==> config.mk <==
export PLATFORM = sky130hd
export DESIGN_NAME = ogr_job_scheduler
export DESIGN_NICKNAME = d
export VERILOG_FILES = /design/src/rtl/ogr_job_scheduler.sv
export SDC_FILE = /design/constraint.sdc
export NUM_CORES = 1
export LEC_CHECK = 0
export ABC_CLOCK_PERIOD_IN_PS = 8400
export BUFFER_PORTS_ARGS = -buffer_cell sky130_fd_sc_hd__buf_2
export CELL_PAD_IN_SITES_DETAIL_PLACEMENT = 1
export CELL_PAD_IN_SITES_GLOBAL_PLACEMENT = 1
export CORE_AREA = 8 8 190 192
export CTS_CLUSTER_SIZE = 20
export DETAILED_ROUTE_END_ITERATION = 8
export DIE_AREA = 0 0 198 200
export GPL_TIMING_DRIVEN = 0
export PLACE_DENSITY = 0.81
export SKIP_LAST_GASP = 1
export SYNTH_ARGS = -nofsm -noshare
export SYNTH_HDL_FRONTEND = slang
export SYNTH_SLANG_ARGS = --single-unit
==> constraint.sdc <==
create_clock -name clock -period 8.4 [get_ports clock]
set_input_delay 0 -clock clock [delete_from_list [all_inputs] [get_ports clock]]
set_output_delay 0 -clock clock [all_outputs]
set_load 0.005 [all_outputs]
==> src/rtl/ogr_job_scheduler.sv <==
// rtl/ogr_job_scheduler.sv - dispatches search jobs to free engines and serialises their results
// Per-engine slots track IDLE/RUNNING/DONE; a round-robin arbiter drains DONE slots into one output register.
module ogr_job_scheduler #(
  parameter int NUM_ENGINES = 4,
  parameter int JOB_W       = 48,
  parameter int CNT_W       = 16,
  parameter int TAG_W       = 16
) (
  input  logic                         clock,
  input  logic                         reset,
  input  logic                         job_valid,
  output logic                         job_ready,
  input  logic [JOB_W-1:0]             job_data,
  output logic [NUM_ENGINES-1:0]       eng_start,
  output logic [JOB_W-1:0]             eng_job,
  input  logic [NUM_ENGINES-1:0]       eng_done,
  input  logic [NUM_ENGINES*CNT_W-1:0] eng_count,
  output logic                         res_valid,
  input  logic                         res_ready,
  output logic [63:0]                  res_data,
  output logic                         busy
);

  localparam logic [1:0] S_IDLE = 2'd0;
  localparam logic [1:0] S_RUN  = 2'd1;
  localparam logic [1:0] S_DONE = 2'd2;
  localparam int PTR_W = (NUM_ENGINES > 1) ? $clog2(NUM_ENGINES) : 1;

  logic [1:0]       slot_state     [NUM_ENGINES];
  logic [1:0]       slot_state_nxt [NUM_ENGINES];
  logic [15:0]      slot_maxdist   [NUM_ENGINES];
  logic [TAG_W-1:0] slot_tag       [NUM_ENGINES];
  logic [CNT_W-1:0] slot_count     [NUM_ENGINES];
  logic [TAG_W-1:0] tag_cnt;
  logic [PTR_W-1:0] rr_ptr;

  logic             disp_found;
  logic             accept;
  logic [PTR_W-1:0] disp_idx;
  logic             coll_found;
  logic             collect;
  logic [PTR_W-1:0] coll_idx;
  logic [PTR_W-1:0] scan_idx;
  logic             any_idle_nxt;
  logic             any_active;

  // Descending scan so the lowest-index idle slot is the one left standing.
  always_comb begin
    disp_found = 1'b0;
    disp_idx   = '0;
    for (int i = NUM_ENGINES - 1; i >= 0; i--) begin
      if (slot_state[i] == S_IDLE) begin
        disp_found = 1'b1;
        disp_idx   = PTR_W'(i);
      end
    end
  end

  assign accept = job_valid && job_ready && disp_found;

  // Offsets scanned high to low from rr_ptr so the nearest DONE slot wins.
  always_comb begin
    coll_found = 1'b0;
    coll_idx   = '0;
    scan_idx   = '0;
    for (int k = NUM_ENGINES - 1; k >= 0; k--) begin
      scan_idx = PTR_W'((int'(rr_ptr) + k) % NUM_ENGINES);
      if (slot_state[scan_idx] == S_DONE) begin
        coll_found = 1'b1;
        coll_idx   = scan_idx;
      end
    end
  end

  assign collect = coll_found && (!res_valid || res_ready);

  always_comb begin
    any_idle_nxt = 1'b0;
    any_active   = 1'b0;
    for (int i = 0; i < NUM_ENGINES; i++) begin
      slot_state_nxt[i] = slot_state[i];
      if (accept && disp_idx == PTR_W'(i)) begin
        slot_state_nxt[i] = S_RUN;
      end else if (slot_state[i] == S_RUN && eng_done[i]) begin
        slot_state_nxt[i] = S_DONE;
      end else if (collect && coll_idx == PTR_W'(i)) begin
        slot_state_nxt[i] = S_IDLE;
      end
      if (slot_state_nxt[i] == S_IDLE) any_idle_nxt = 1'b1;
      if (slot_state[i] != S_IDLE) any_active = 1'b1;
    end
  end

  assign busy = any_active || res_valid;

  always_ff @(posedge clock or posedge reset) begin
    if (reset) begin
      for (int i = 0; i < NUM_ENGINES; i++) begin
        slot_state[i]   <= S_IDLE;
        slot_maxdist[i] <= '0;
        slot_tag[i]     <= '0;
        slot_count[i]   <= '0;
      end
      tag_cnt   <= '0;
      rr_ptr    <= '0;
      job_ready <= 1'b0;
      eng_start <= '0;
      eng_job   <= '0;
      res_valid <= 1'b0;
      res_data  <= '0;
    end else begin
      job_ready <= any_idle_nxt;
      eng_start <= '0;
      eng_job   <= '0;
      for (int i = 0; i < NUM_ENGINES; i++) begin
        slot_state[i] <= slot_state_nxt[i];
        if (slot_state[i] == S_RUN && eng_done[i]) begin
          slot_count[i] <= eng_count[i*CNT_W +: CNT_W];
        end
      end
      if (accept) begin
        eng_start              <= NUM_ENGINES'(1) << disp_idx;
        eng_job                <= job_data;
        slot_maxdist[disp_idx] <= job_data[15:0];
        slot_tag[disp_idx]     <= tag_cnt;
        tag_cnt                <= tag_cnt + 1'b1;
      end
      if (collect) begin
        res_valid <= 1'b1;
        res_data  <= {slot_maxdist[coll_idx], 16'(slot_count[coll_idx]),
                      16'(slot_tag[coll_idx]), 5'b0, 3'(coll_idx), 8'h00};
        rr_ptr    <= (coll_idx == PTR_W'(NUM_ENGINES - 1)) ? '0 : coll_idx + 1'b1;
      end else if (res_ready) begin
        res_valid <= 1'b0;
      end
    end
  end

endmodule

==> flow_summary.ini <==
[floorplanning]
floorplan.initialDensity = 0.405
core_area_mm2 = 0.0331
dieHeight_um = 200
num_io_pins = 239
chipWidth_um = 198
dieArea_mm2 = 0.0396
placementRows = 67

[power_and_ir_drop]
cellPowerDensity_mw_per_mm2 = 404
power_leakage_uw = 0.00847
ir_worst_vdd_mv = 0.188

[grt]
first_global_vias = 12000
grt_start_max_net_pins = 43
antenna_violations_before_repair = 2
first_pass_grt_wire_length_um = 72900
overflow = 0
gr-usage-all-layers = 0.239

[timing]
postLayoutSetupSlackWorst_ns = 5.66
final.period_utilization = 0.326
maxSlewViolCount = 0
finalCriticalPeriod_ns = 2.74
report.final.hold_viol_count = 0
timing_worst_slew_pin_value_ns = 0.947
setup_violations = 0
timing.slew.headroom = 0.369
final.setup.tns_ns = 0
maxClockFrequency_ghz = 0.365
rsz0062_at_grt = no
final.setup_skew_ns = 0.0116

[job]
cap_viol_max_count = 0

[routing]
postRouteWirelength_um = 46900
routedWlPerCell_um = 24.6
met3_length_um = 2970
vias = 10400
vias_per_cell = 5.44
detail_route.drc_violations = 0
wl_met2_um = 24400
highest-signal-layer = met5
wl_met1_um = 18200
drt.antenna.violating_nets = 0
drt_iter0_drc = 569
dr_pass1_iterations = 4

[synth]
synth_top_flop_cell = sky130_fd_sc_hd__dfrtp_1
synthesis.yosys.warnings = 0
postSynthAreaPerCell_um2 = 13.0
synth.most_common_cell = sky130_fd_sc_hd__dfrtp_1
netlist_instances = 1035
async_reset_ff_frac = 1.00
cell_type_contributing_the_most_total_cell_area_after_synthesis = sky130_fd_sc_hd__dfrtp_1
synth_enable_flop_cells = 0
ys_seq_area_frac = 0.601
yosys.cell_types.count = 56
ys_seq_elements = 322
synth.area.top_cells = sky130_fd_sc_hd__dfrtp_1 60%, sky130_fd_sc_hd__mux2_2 15%, sky130_fd_sc_hd__a221o_1 2.7%
synth_top_area_frac = 0.601
synth.cells.most_frequent = 322 x sky130_fd_sc_hd__dfrtp_1, 175 x sky130_fd_sc_hd__mux2_2, 81 x sky130_fd_sc_hd__nand2_1
netlist_area_mm2 = 0.0134

[placed_design]
portBuffers = 224
hpwlAfterDp_um = 29000
routabilityCongestion = 0.846
dp_worst_setup_slack_ns = 5.75

[setup_path]
crit_required_ns = 8.84
startpoint_class = flop
critical_path.cell_chain = nand2b_1 > o31ai_2 > clkbuf_1 > o21ai_0 > a21oi_1 > o22a_1
path_delay_family = compound AO/OA/AOI/OAI gates
rr_startpoint = slot_state[2]$_DFF_PP0_
cp-end-kind = flop
critical_path_class = flop to flop
crit_buf_inv = 1
timing.critical_path.slowest_cell_delay_ns = 0.78
critical_path_arrival_ns = 3.18
path_max_fanout = 10
worst_path_max_delay_cell = sky130_fd_sc_hd__o31ai_2
critPathLaunch = slot_state[2]$_DFF_PP0_

[clocking]
ctsHtreeMaxLevel = 2
number_of_buffers_inserted_for_hold_repair_after_clock_tree_synthesis = 114
cts_tree = yes
cts.reportedPaths.clkPinSlew_ns = 0.07
clock-root-buffer = sky130_fd_sc_hd__clkbuf_16
clockBufferDepth = 3
post_cts_buffers = 0
clk_lat_worst_skew_ns = 0.52
tritoncts_num_sinks = 322
post_cts.resized_instances = 0
cts_inserted_buffers = 37

[layout]
final_layout_size_suffix_gt1_frac = 0.362
design.final.nets = 1555
postLayoutCoreUtil = 0.536
multi_input_area_mm2 = 0.00496
final.fill_count = 3443
seqCellArea_mm2 = 0.00806
flow.area_growth_from_synthesis_pct = 32.3

[hold_path]
min-delay-path-class = input port to asynchronous set/reset pin

[run_status]
result_of_the_run = finished clean
## where the power goes
part           leakage (µW)  switching [µW]  internal, µW
registers           0.00403             382          2160
logic               0.00381            1720          1240
clock network      0.000636             645          1040
total               0.00847            2750          4430
## cell families after synthesis
logic type	share of synthesized area
xor+xnor	0.00979
other cells	0.000280
simple gates	0.0858
buf+inv	0.0334
fa+ha+maj	0.000933
mux	0.165
compound gates	0.104
flops	0.601
## placed cells by master (no fill, tap or decap), types with 3 or more instances in the layout
cell type                       count
sky130_fd_sc_hd__dfrtp_1          322
sky130_fd_sc_hd__dlygate4sd3_1    114
sky130_fd_sc_hd__conb_1            14
sky130_fd_sc_hd__nand3b_1           3
sky130_fd_sc_hd__nand2_1           81
sky130_fd_sc_hd__bufinv_16          3
sky130_fd_sc_hd__and3_1             3
sky130_fd_sc_hd__a21o_1             4
sky130_fd_sc_hd__buf_4             14
sky130_fd_sc_hd__clkbuf_16         39
sky130_fd_sc_hd__buf_12             9
sky130_fd_sc_hd__buf_2            252
sky130_fd_sc_hd__inv_1              4
sky130_fd_sc_hd__nor2b_1            5
sky130_fd_sc_hd__xor2_1             9
sky130_fd_sc_hd__nand3_1           43
sky130_fd_sc_hd__nor2_1            12
sky130_fd_sc_hd__mux2_2           175
sky130_fd_sc_hd__o21ai_0           42
sky130_fd_sc_hd__o22a_1            37
sky130_fd_sc_hd__nand2b_1           5
sky130_fd_sc_hd__clkbuf_1          37
sky130_fd_sc_hd__a21oi_1           40
sky130_fd_sc_hd__clkinv_2           5
sky130_fd_sc_hd__and2_1            50
sky130_fd_sc_hd__nor3_1             3
sky130_fd_sc_hd__clkbuf_8          11
sky130_fd_sc_hd__mux2i_1           24
sky130_fd_sc_hd__xnor2_1            6
sky130_fd_sc_hd__a221o_1           36
sky130_fd_sc_hd__nand4_1            3
sky130_fd_sc_hd__o221ai_1          12
## final timing paths
kind                            cells past startpoint                           end  slack (ns)
worst max-delay path                                6      res_data[30]$_DFFE_PP0P_        5.66
worst min-delay path                                3        eng_start[1]$_DFF_PP0_        0.14
worst max register to register                      6      res_data[30]$_DFFE_PP0P_        5.66
worst min register to register                      2  slot_maxdist[38]$_DFFE_PP0P_        0.48
max in group asynchronous                           6      slot_tag[42]$_DFFE_PP0P_        7.14
min in group clock                                  5           job_ready$_DFF_PP0_        0.15
## metrics by stage
stage,total power (µW),area [µm²],hold slack [ns],cells
finish,7180,17800,0.139,1910
global route,7540,17700,0.174,1908
CTS,7120,17700,0.137,1908
detailed placement,5350,15300,0.135,1729
global placement,5180,15100,0.206,1720
floorplan,4270,13500,0.105,1048
## layer usage
metal,GRT usage,up-vias
met2,0.425,349
li1,-,4500
met5,0,-
met4,0.0849,2
met3,0.0580,97
met1,0.278,5444
## sequential cells by signal, summed over array words and instances, names as in the netlist
| register | flops |
|---|---|
| slot_count | 64 |
| res_data | 50 |
| tag_cnt | 16 |
| job_ready | 1 |
| eng_start | 4 |
| slot_state | 8 |
| slot_tag | 64 |
| res_valid | 1 |
| eng_job | 48 |
| rr_ptr | 2 |
| slot_maxdist | 64 |
## cell type report
cell class / instances / area share
diodes: 2 / 0.000282
plain buffers: 80 / 0.0240
clock buffers: 55 / 0.0646
clock inverters: 10 / 0.00747
inverters: 6 / 0.00148
multi-input cells: 640 / 0.279
flip-flops and latches: 322 / 0.454
well taps: 448 / 0.0316
repair buffers: 347 / 0.138
## worst reg2reg max path: cells and delay by family (launching register included)
family                 cells  cell delay (ns)
and+or+nand+nor            1             0.28
buffers and inverters      1             0.51
AOI/OAI and AO/OA          4             1.43
DFF                        1             0.46
Note: power is estimated with default switching activity, not from simulation.
